==> src/rtl/reaction_controller.sv <==
// Reaction-game sequencer: arms the delay, times the press, loads the score. Define REACTION_FALSE_START_EN to enable false-start detection.
// Latency: button edge to state/output change is 4 cycles (2 sync + 1 edge + 1 registered state); strobes are held TICK_DIV+1 cycles.
// Backpressure: none; the datapath must accept every strobe, which is stretched so at least one ms tick samples it.
module reaction_controller #(
  parameter int TICK_DIV   = 50000,
  parameter int MAX_MS     = 2000,
  parameter int SHOW_TICKS = 3000
) (
  input  logic        clk,
  input  logic        iReset,
  input  logic        iButton,
  input  logic        iCountComplete,
  input  logic [11:0] iUpCount,
  output logic        oStart_down_count,
  output logic        oStart_up_count,
  output logic        oLoad_score,
  output logic [1:0]  oScreen,
  output logic        oLamp,
  output logic        oFalse_start,
  output logic        oBusy
);

  localparam int SW = (SHOW_TICKS > 1) ? $clog2(SHOW_TICKS) : 1;

  typedef enum logic [2:0] {
    S_IDLE,
    S_ARM,
    S_WAIT,
    S_GO_ARM,
    S_MEASURE,
    S_LOAD,
`ifdef REACTION_FALSE_START_EN
    S_RESULT,
    S_FALSE
`else
    S_RESULT
`endif
  } state_t;

  state_t        r_state;
  state_t        w_next;
  logic          r_sync0, r_sync1, r_sync2, r_btn_rise;
  logic [16:0]   r_hold;
  logic [SW-1:0] r_show;
  logic          r_pressed;
  logic          w_hold_done, w_show_done, w_in_show;
  logic [1:0]    w_screen;
  logic          r_down, r_up, r_load, r_lamp, r_busy;
  logic [1:0]    r_screen;

  assign w_hold_done = (r_hold == 17'd0);
  assign w_show_done = w_hold_done && (r_show == SW'(SHOW_TICKS - 1));
`ifdef REACTION_FALSE_START_EN
  assign w_in_show = (r_state == S_RESULT) || (r_state == S_FALSE);
`else
  assign w_in_show = (r_state == S_RESULT);
`endif

  always_ff @(posedge clk or negedge iReset) begin
    if (!iReset) begin
      r_sync0    <= 1'b0;
      r_sync1    <= 1'b0;
      r_sync2    <= 1'b0;
      r_btn_rise <= 1'b0;
    end else begin
      r_sync0    <= iButton;
      r_sync1    <= r_sync0;
      r_sync2    <= r_sync1;
      r_btn_rise <= r_sync1 & ~r_sync2;
    end
  end

  always_comb begin
    w_next = r_state;
    case (r_state)
      S_IDLE:    if (r_btn_rise) w_next = S_ARM;
      // iCountComplete is stale while the down counter reloads, so ARM only watches its hold.
      S_ARM:     if (w_hold_done) w_next = S_WAIT;
      S_WAIT: begin
        if (iCountComplete) w_next = S_GO_ARM;
`ifdef REACTION_FALSE_START_EN
        else if (r_btn_rise) w_next = S_FALSE;
`endif
      end
      S_GO_ARM:  if (w_hold_done) w_next = (r_pressed || r_btn_rise) ? S_LOAD : S_MEASURE;
      S_MEASURE: begin
        if (r_btn_rise) w_next = S_LOAD;
        else if (iUpCount >= 12'(MAX_MS)) w_next = S_RESULT;
      end
      S_LOAD:    if (w_hold_done) w_next = S_RESULT;
      S_RESULT:  if (r_btn_rise || w_show_done) w_next = S_IDLE;
`ifdef REACTION_FALSE_START_EN
      S_FALSE:   if (r_btn_rise || w_show_done) w_next = S_IDLE;
`endif
      default:   w_next = S_IDLE;
    endcase
  end

  always_comb begin
    w_screen = 2'b11;
    case (w_next)
      S_IDLE:              w_screen = 2'b00;
      S_ARM, S_WAIT:       w_screen = 2'b01;
      S_GO_ARM, S_MEASURE: w_screen = 2'b10;
      default:             w_screen = 2'b11;
    endcase
  end

  // Hold counter doubles as the ms prescaler while a result screen is shown.
  always_ff @(posedge clk or negedge iReset) begin
    if (!iReset) begin
      r_state   <= S_IDLE;
      r_hold    <= 17'd0;
      r_show    <= '0;
      r_pressed <= 1'b0;
    end else begin
      r_state <= w_next;
      if (r_state != w_next) begin
        r_show    <= '0;
        r_pressed <= 1'b0;
`ifdef REACTION_FALSE_START_EN
        if (w_next == S_RESULT || w_next == S_FALSE) r_hold <= 17'(TICK_DIV - 1);
`else
        if (w_next == S_RESULT) r_hold <= 17'(TICK_DIV - 1);
`endif
        else r_hold <= 17'(TICK_DIV);
      end else begin
        if (r_state == S_GO_ARM && r_btn_rise) r_pressed <= 1'b1;
        if (!w_hold_done) begin
          r_hold <= r_hold - 1'b1;
        end else if (w_in_show) begin
          r_hold <= 17'(TICK_DIV - 1);
          r_show <= r_show + 1'b1;
        end
      end
    end
  end

  always_ff @(posedge clk or negedge iReset) begin
    if (!iReset) begin
      r_down   <= 1'b0;
      r_up     <= 1'b0;
      r_load   <= 1'b0;
      r_lamp   <= 1'b0;
      r_busy   <= 1'b0;
      r_screen <= 2'b00;
    end else begin
      r_down   <= (w_next == S_ARM);
      r_up     <= (w_next == S_GO_ARM);
      r_load   <= (w_next == S_LOAD);
      r_lamp   <= (w_next == S_GO_ARM) || (w_next == S_MEASURE);
      r_busy   <= (w_next != S_IDLE);
      r_screen <= w_screen;
    end
  end

`ifdef REACTION_FALSE_START_EN
  logic r_false;
  always_ff @(posedge clk or negedge iReset) begin
    if (!iReset) r_false <= 1'b0;
    else         r_false <= (w_next == S_FALSE);
  end
  assign oFalse_start = r_false;
`else
  assign oFalse_start = 1'b0;
`endif

  assign oStart_down_count = r_down;
  assign oStart_up_count   = r_up;
  assign oLoad_score       = r_load;
  assign oLamp             = r_lamp;
  assign oBusy             = r_busy;
  assign oScreen           = r_screen;

endmodule

==> config.mk <==
export PLATFORM = sky130hd
export DESIGN_NAME = reaction_controller
export DESIGN_NICKNAME = d
export VERILOG_FILES = /design/src/rtl/reaction_controller.sv
export SDC_FILE = /design/constraint.sdc
export NUM_CORES = 1
export LEC_CHECK = 0
export CORE_ASPECT_RATIO = 1.2
export CORE_MARGIN = 2
export CORE_UTILIZATION = 35
export DETAILED_ROUTE_END_ITERATION = 8
export MAX_ROUTING_LAYER = met4
export PLACE_DENSITY_LB_ADDON = 0.15
export SLEW_MARGIN = 20
export SYNTH_ARGS = -nofsm -noshare
export SYNTH_HDL_FRONTEND = slang
export SYNTH_SLANG_ARGS = --single-unit
==> constraint.sdc <==
create_clock -name clk -period 4.4 [get_ports clk]
set_clock_uncertainty 0.15 [all_clocks]
set_input_delay 0.88 -clock clk [delete_from_list [all_inputs] [get_ports clk]]
set_output_delay 0.88 -clock clk [all_outputs]
set_load 0.01 [all_outputs]
==> flow_summary_export.csv, run 1 <==
group,metric,value,unit
synthesis,synth_area_per_cell,10.2,sq um
flow_run,max_cap_violations,0,
floorplanning,die_y,92.0,microns
synthesis,synth_flop_cell,"dfrtp_1",
layout,layout.cells.most_common,"dfrtp_1",
outcome,status,"finished clean",
floorplanning,num_io_pins,24,
setup_path,crit_arrival,2.99,ns
setup_path,crit-reg2reg-capture,"r_hold[16]",
power_and_ir_drop,totalPowerFinal,1.03,mW
synthesis,flops_latches_synth,44,
clock_tree,cts_tree,"done",
layout,drive_above_1_share,12.9,%
setup_path,buffering_stage_count_on_the_worst_path_with_inverters_included,1,
clock_tree,ctsRootBufferMaster,"clkbuf_8",
sta,layout_worst_path_cycle_share,67.2,%
sta,setup-tns-final,0,ns
layout,num-nets-final,258,
floorplanning,core_area,6330,sq um
layout,multiInputGateArea,1090,sq um
setup_path,regToRegSetupSlack,1.66,ns
synthesis,yosysWarnings,0,
clock_tree,clock-sinks,44,
setup_path,crit_path_end_kind,"flip-flop",
sta,post_layout_minimum_cycle_time,2.96,ns
clock_tree,clock_buffers_created_by_tritoncts,5,
global_route,grt_start_max_net_pins,45,
setup_path,cp_top_family,"compound AO/OA/AOI/OAI gates",
routing,drt.antenna.violating_nets,0,
clock_tree,cts_max_level,2,
power_and_ir_drop,static-leakage-power,1.07,nW
clock_tree,number_of_setup_buffers_added_after_cts,0,
layout,most_frequent_cells_in_the_layout,"44 x dfrtp_1, 35 x nor2_1, 17 x clkdlybuf4s50_1",
worst_hold_path,worst_hold_path_type,"reg2reg",
setup_path,crit_path_cell_count,6,
layout,num_antenna_cells,0,
floorplanning,starting_utilization_of_the_core_area,35.7,%
setup_path,timing.critical_path.slowest_cell_delay,0.59,ns
setup_path,start_kind,"input pin",
place,dpl_worst_slack,1.07,ns
layout,num-fill-cells,667,
floorplanning,fp.dieArea,7120,sq um
sta,finalHoldViolCount,0,
setup_path,critical-path-slowest-cell,"a211o_1",
place,buffer_ports.inserted,18,
sta,final-setup-viol-count,0,
setup_path,crit_path_capture,"r_hold[15]",
place,gp_congestion,0.787,
setup_path,timing.rr.start,"r_hold[0]",
global_route,grt_util_all_layers,14.5,%
routing,wl_per_cell,14.0,microns
routing,ratio_of_routed_vias_to_standard_cells,5.07,
routing,initialDrtViolationCount,51,
worst_hold_path,hp-start,"r_sync0",
clock_tree,cts_max_path_buffers,2,
synthesis,synth-seq-area-share,48.7,%
clock_tree,clkSlewWorstSetupHoldPaths,0.09,ns
global_route,vias_in_the_first_global_route,1718,
power_and_ir_drop,vdd_ir_drop_max,197,uV
setup_path,launch_point_of_the_worst_path,"iUpCount[5]",
place,place_hpwl,3.06,mm
global_route,grt_pass1_wl,7.91,mm
routing,via_count,1649,
routing,routed_wl,4.55,mm
setup_path,r2r_cells,9,
layout,area.growth.synth_to_final,16.1,%
floorplanning,die_w,77.4,microns
global_route,number_of_antenna_violations_at_the_first_check_in_global_routing,0,
synthesis,synth-async-reset-ratio,100,%
sta,max_slew_margin,47.0,%
setup_path,critical_path.cell_chain,"clkdlybuf4s50_1 -> o211a_1 -> a41oi_1 -> o22ai_1 -> a211o_1 -> or3_1",
sta,hold_ws,0.204,ns
floorplanning,rows,32,
setup_path,crit_fanout,24,
sta,worst_slack,1.44,ns
synthesis,total_nets_after_synthesis,241,
sta,rsz0062_at_grt,"no",
clock_tree,holdBufCountCts,0,
synthesis,cell_area_after_synthesis,2260,sq um
sta,transition_time_at_the_pin_with_the_least_slew_margin,0.794,ns
layout,layout.area.seq,1100,sq um
routing,drt_drc_violations_left,0,
sta,fmax,338,MHz
clock_tree,worst_skew_pair.late_latency,0.30,ns
routing,drt_pre_antenna_iters,4,
clock_tree,post_cts_resize_count,0,
synthesis,synth_cells,222,
setup_path,criticalPathCategory,"in2reg",
synthesis,post_synth_num_cell_types,51,
sta,slew_viol_final,0,
power_and_ir_drop,power.density,392,nW/um^2
synthesis,synth-edff-count,0,
setup_path,required,4.44,ns
global_route,globalRouteOverflowTotal,0,
[state kept, by name, indices dropped and copies added (netlist names), 2 cells and up]
signal   count
oScreen      2
r_hold      17
r_show      12
r_state      3
[Yosys cell counts, types with 3 or more instances]
cell type / n / area share (%)
o31ai_1: 3 / 1.0
nor4_1: 3 / 0.83
nor2b_1: 5 / 1.4
a211o_1: 4 / 1.6
and3_1: 3 / 0.83
buf_4: 3 / 1.0
a21oi_1: 5 / 1.1
o21ai_0: 5 / 1.1
xor2_1: 11 / 4.3
nor2_1: 35 / 5.8
dfrtp_1: 44 / 49
and4_1: 4 / 1.6
ha_1: 3 / 1.7
nor3_1: 7 / 1.6
or3_1: 4 / 1.1
clkbuf_1: 5 / 0.83
nand4_1: 5 / 1.4
xnor2_1: 12 / 4.7
nand2_1: 12 / 2.0
or2_2: 4 / 1.1
inv_1: 3 / 0.50
nand3_1: 10 / 2.2
[power breakdown]
group	internal, mW	leakage (nW)	total (mW)	switching [mW]
clock network	0.171	0.0548	0.320	0.149
registers	0.456	0.534	0.515	0.0587
logic	0.101	0.482	0.194	0.0929
[stage by stage]
| stage | instances | util [%] | cell area (sq um) |
|---|---|---|---|
| after floorplan | 222 | - | 2260 |
| after global placement | 317 | 39.6 | 2500 |
| after detailed placement | 317 | 39.6 | 2500 |
| after CTS | 325 | 41.4 | 2620 |
| after global routing | 325 | 41.5 | 2620 |
| final | 325 | 41.5 | 2620 |
[how the worst min path moves through the flow]
| stage | depth (start not counted) | end | slack [ns] |
|---|---|---|---|
| 2_1_floorplan | 0 | r_sync1 | 0.18 |
| 3_3_place_gp | 0 | r_sync1 | 0.18 |
| 3_5_place_dp | 0 | r_sync1 | 0.19 |
| 4_1_cts | 0 | r_sync1 | 0.21 |
| 5_1_grt | 0 | r_sync1 | 0.23 |
| 6_report | 0 | r_sync1 | 0.20 |
[cell type report]
cell class                 instances  share of cell area [%]
sequential                        44                    42.0
tap                               85                    4.06
clock inverter                     3                    1.77
multi-input combinational        164                    41.7
inverter                           4                   0.573
clock buffer                       5                    2.62
timing repair buffer              20                    7.35
[metal layers]
layer	up-vias	track usage (%)	wire length (microns)
li1	813	-	-
met1	798	16.9	2130
met2	31	24.6	2190
met3	7	2.46	139
met4	0	6.25	93
met5	-	-	0
[kinds of logic after synthesis]
group / share of synthesized area [%]
multiplexers: 1.11
adder cells (fa/ha/maj): 1.66
buffers and inverters: 2.93
flip-flops: 48.7
AND/OR/NAND/NOR: 26.6
AO/OA/AOI/OAI: 9.91
other: 0.166
XOR/XNOR: 8.91
Note: power is estimated with default switching activity, not from simulation.
==> inputs of run 2 (changes only) <==
clock period = 3.1 ns   (was 4.4 ns; I/O delays follow)
==> run 2 against run 1 <==
Cell area up 0.62%. Sequential power up 42%. Register-to-register slack worse by 1.2 ns. Setup slack worse by 1.0 ns. Critical endpoint is now oBusy. Total power up 41%. Count of clock-buffer cells in the layout unchanged. First-iteration DRC count up 3.9%.
==> flow_summary_export.csv, run 2 (synthesized netlist as in run 1, its figures left out) <==
group,metric,value,unit
setup_path,crit_fanout,7,
setup_path,regToRegSetupSlack,0.44,ns
global_route,grt_util_all_layers,14.7,%
place,dp_cells,320,
clock_tree,holdBufCountCts,0,
routing,drt_drc_violations_left,0,
global_route,grt_start_max_net_pins,34,
floorplanning,die_y,92.0,microns
clock_tree,post_cts_resize_count,0,
layout,most_frequent_cells_in_the_layout,"44 x dfrtp_1, 35 x nor2_1, 17 x clkdlybuf4s50_1",
sta,layout_worst_path_cycle_share,86.0,%
global_route,globalRouteOverflowTotal,0,
routing,routed_wl,4.46,mm
floorplanning,die_w,77.4,microns
floorplanning,core_area,6330,sq um
clock_tree,clkSlewWorstSetupHoldPaths,0.08,ns
clock_tree,number_of_setup_buffers_added_after_cts,0,
layout,reg_top3,"r_hold x17, r_show x12, r_state x3",
place,gp_congestion,0.809,
setup_path,crit-reg2reg-capture,"oBusy",
sta,max_slew_margin,66.4,%
clock_tree,cts_max_level,2,
setup_path,required,3.12,ns
place,place_hpwl,3.13,mm
floorplanning,num_io_pins,24,
sta,slew_viol_final,0,
sta,transition_time_at_the_pin_with_the_least_slew_margin,0.499,ns
flow_run,max_cap_violations,0,
layout,drive_above_1_share,14.0,%
layout,area.growth.synth_to_final,16.8,%
setup_path,crit_path_end_kind,"flip-flop",
setup_path,criticalPathCategory,"reg2reg",
floorplanning,rows,32,
setup_path,timing.rr.start,"r_hold[8]",
place,buffer_ports.inserted,18,
layout,multiInputGateArea,1090,sq um
layout,finalNonFillerCells,328,
setup_path,r2r_cells,5,
power_and_ir_drop,vdd_ir_drop_max,329,uV
routing,ratio_of_routed_vias_to_standard_cells,4.97,
layout,num-fill-cells,635,
clock_tree,cts_tree,"done",
sta,setup-tns-final,0,ns
worst_hold_path,worst_hold_path_type,"in2async",
layout,layout.area.seq,1100,sq um
sta,post_layout_minimum_cycle_time,2.66,ns
power_and_ir_drop,static-leakage-power,1.08,nW
clock_tree,worst_skew_pair.late_latency,0.29,ns
outcome,status,"finished clean",
layout,largest_register_ff_count,17,
sta,fmax,375,MHz
routing,wl_per_cell,13.6,microns
global_route,grt_pass1_wl,8.05,mm
floorplanning,fp.dieArea,7120,sq um
layout,num-nets-final,261,
clock_tree,clock-sinks,44,
layout,largest-register,"r_hold",
layout,num_antenna_cells,0,
power_and_ir_drop,power.density,549,nW/um^2
global_route,vias_in_the_first_global_route,1691,
setup_path,start_kind,"flip-flop",
layout,layout.cells.most_common,"dfrtp_1",
routing,drt_pre_antenna_iters,4,
clock_tree,clock_buffers_created_by_tritoncts,5,
sta,final-setup-viol-count,0,
sta,finalHoldViolCount,0,
routing,drt.antenna.violating_nets,0,
clock_tree,cts_max_path_buffers,2,
setup_path,crit_arrival,2.68,ns
global_route,number_of_antenna_violations_at_the_first_check_in_global_routing,0,
routing,via_count,1629,
clock_tree,ctsRootBufferMaster,"clkbuf_8",
floorplanning,starting_utilization_of_the_core_area,35.7,%
routing,initialDrtViolationCount,53,
sta,rsz0062_at_grt,"no",
==> run 2: through the flow <==
stage                     util [%]  hold WS, ns  area (sq um)  total power, mW  setup WS [ns]
final                         41.7       0.0348          2640             1.45          0.435
after global routing          41.7       0.0423          2640             1.55          0.167
after CTS                     41.7       0.0342          2640             1.47          0.425
after detailed placement      40.0        0.203          2530             1.02          0.272
after global placement        40.0        0.182          2530             1.02          0.284
after floorplan                  -        0.174          2260            0.934          0.898
==> run 2: cell type report <==
class                   instances  area share, %
repair buffers                 23           8.06
clock buffers                   5           2.61
inverters                       4          0.569
well taps                      85           4.03
multi-input cells             164           41.4
flip-flops and latches         44           41.7
clock inverters                 3           1.61
==> run 2: how the worst max path moves through the flow <==
stage | end | slack (ns) | from | cells past startpoint
after CTS | oBusy | 0.43 | r_hold[8] | 5
after floorplan | r_hold[6] | 0.90 | r_hold[0] | 9
after global placement | r_hold[15] | 0.28 | iUpCount[5] | 7
after global routing | r_hold[0] | 0.17 | r_hold[8] | 6
after detailed placement | r_hold[15] | 0.27 | iUpCount[5] | 7
final | oBusy | 0.44 | r_hold[8] | 5
==> run 2: per-layer routing <==
layer / up-vias / track usage (%) / share of wire (%)
li1: 810 / - / -
met1: 783 / 18.1 / 47
met2: 34 / 23.4 / 49
met3: 2 / 3.15 / 3.5
met4: 0 / 6.10 / 0.90
met5: - / - / 0
==> run 2: worst max-delay path, stage by stage (launching register included) <==
cell,delay [ns]
dfrtp_1,0.44
nor4_1,0.51
nand4_1,0.39
o21a_1,0.31
a211o_1,0.38
or3_1,0.36
==> run 2: power breakdown <==
group | internal [mW] | switching, mW | total [mW] | leakage [nW]
sequential | 0.647 | 0.0821 | 0.729 | 0.534
clock | 0.239 | 0.205 | 0.444 | 0.0541
combinational | 0.145 | 0.131 | 0.276 | 0.496
total | 1.03 | 0.419 | 1.45 | 1.08
==> inputs of run 3 (changes only) <==
ABC_CLOCK_PERIOD_IN_PS = 3100   (was not set)
CTS_BUF_LIST = sky130_fd_sc_hd__clkbuf_4 sky130_fd_sc_hd__clkbuf_8   (was not set)
==> results of run 3 <==
Final layout, timing and power as in run 2 (identical DEF).
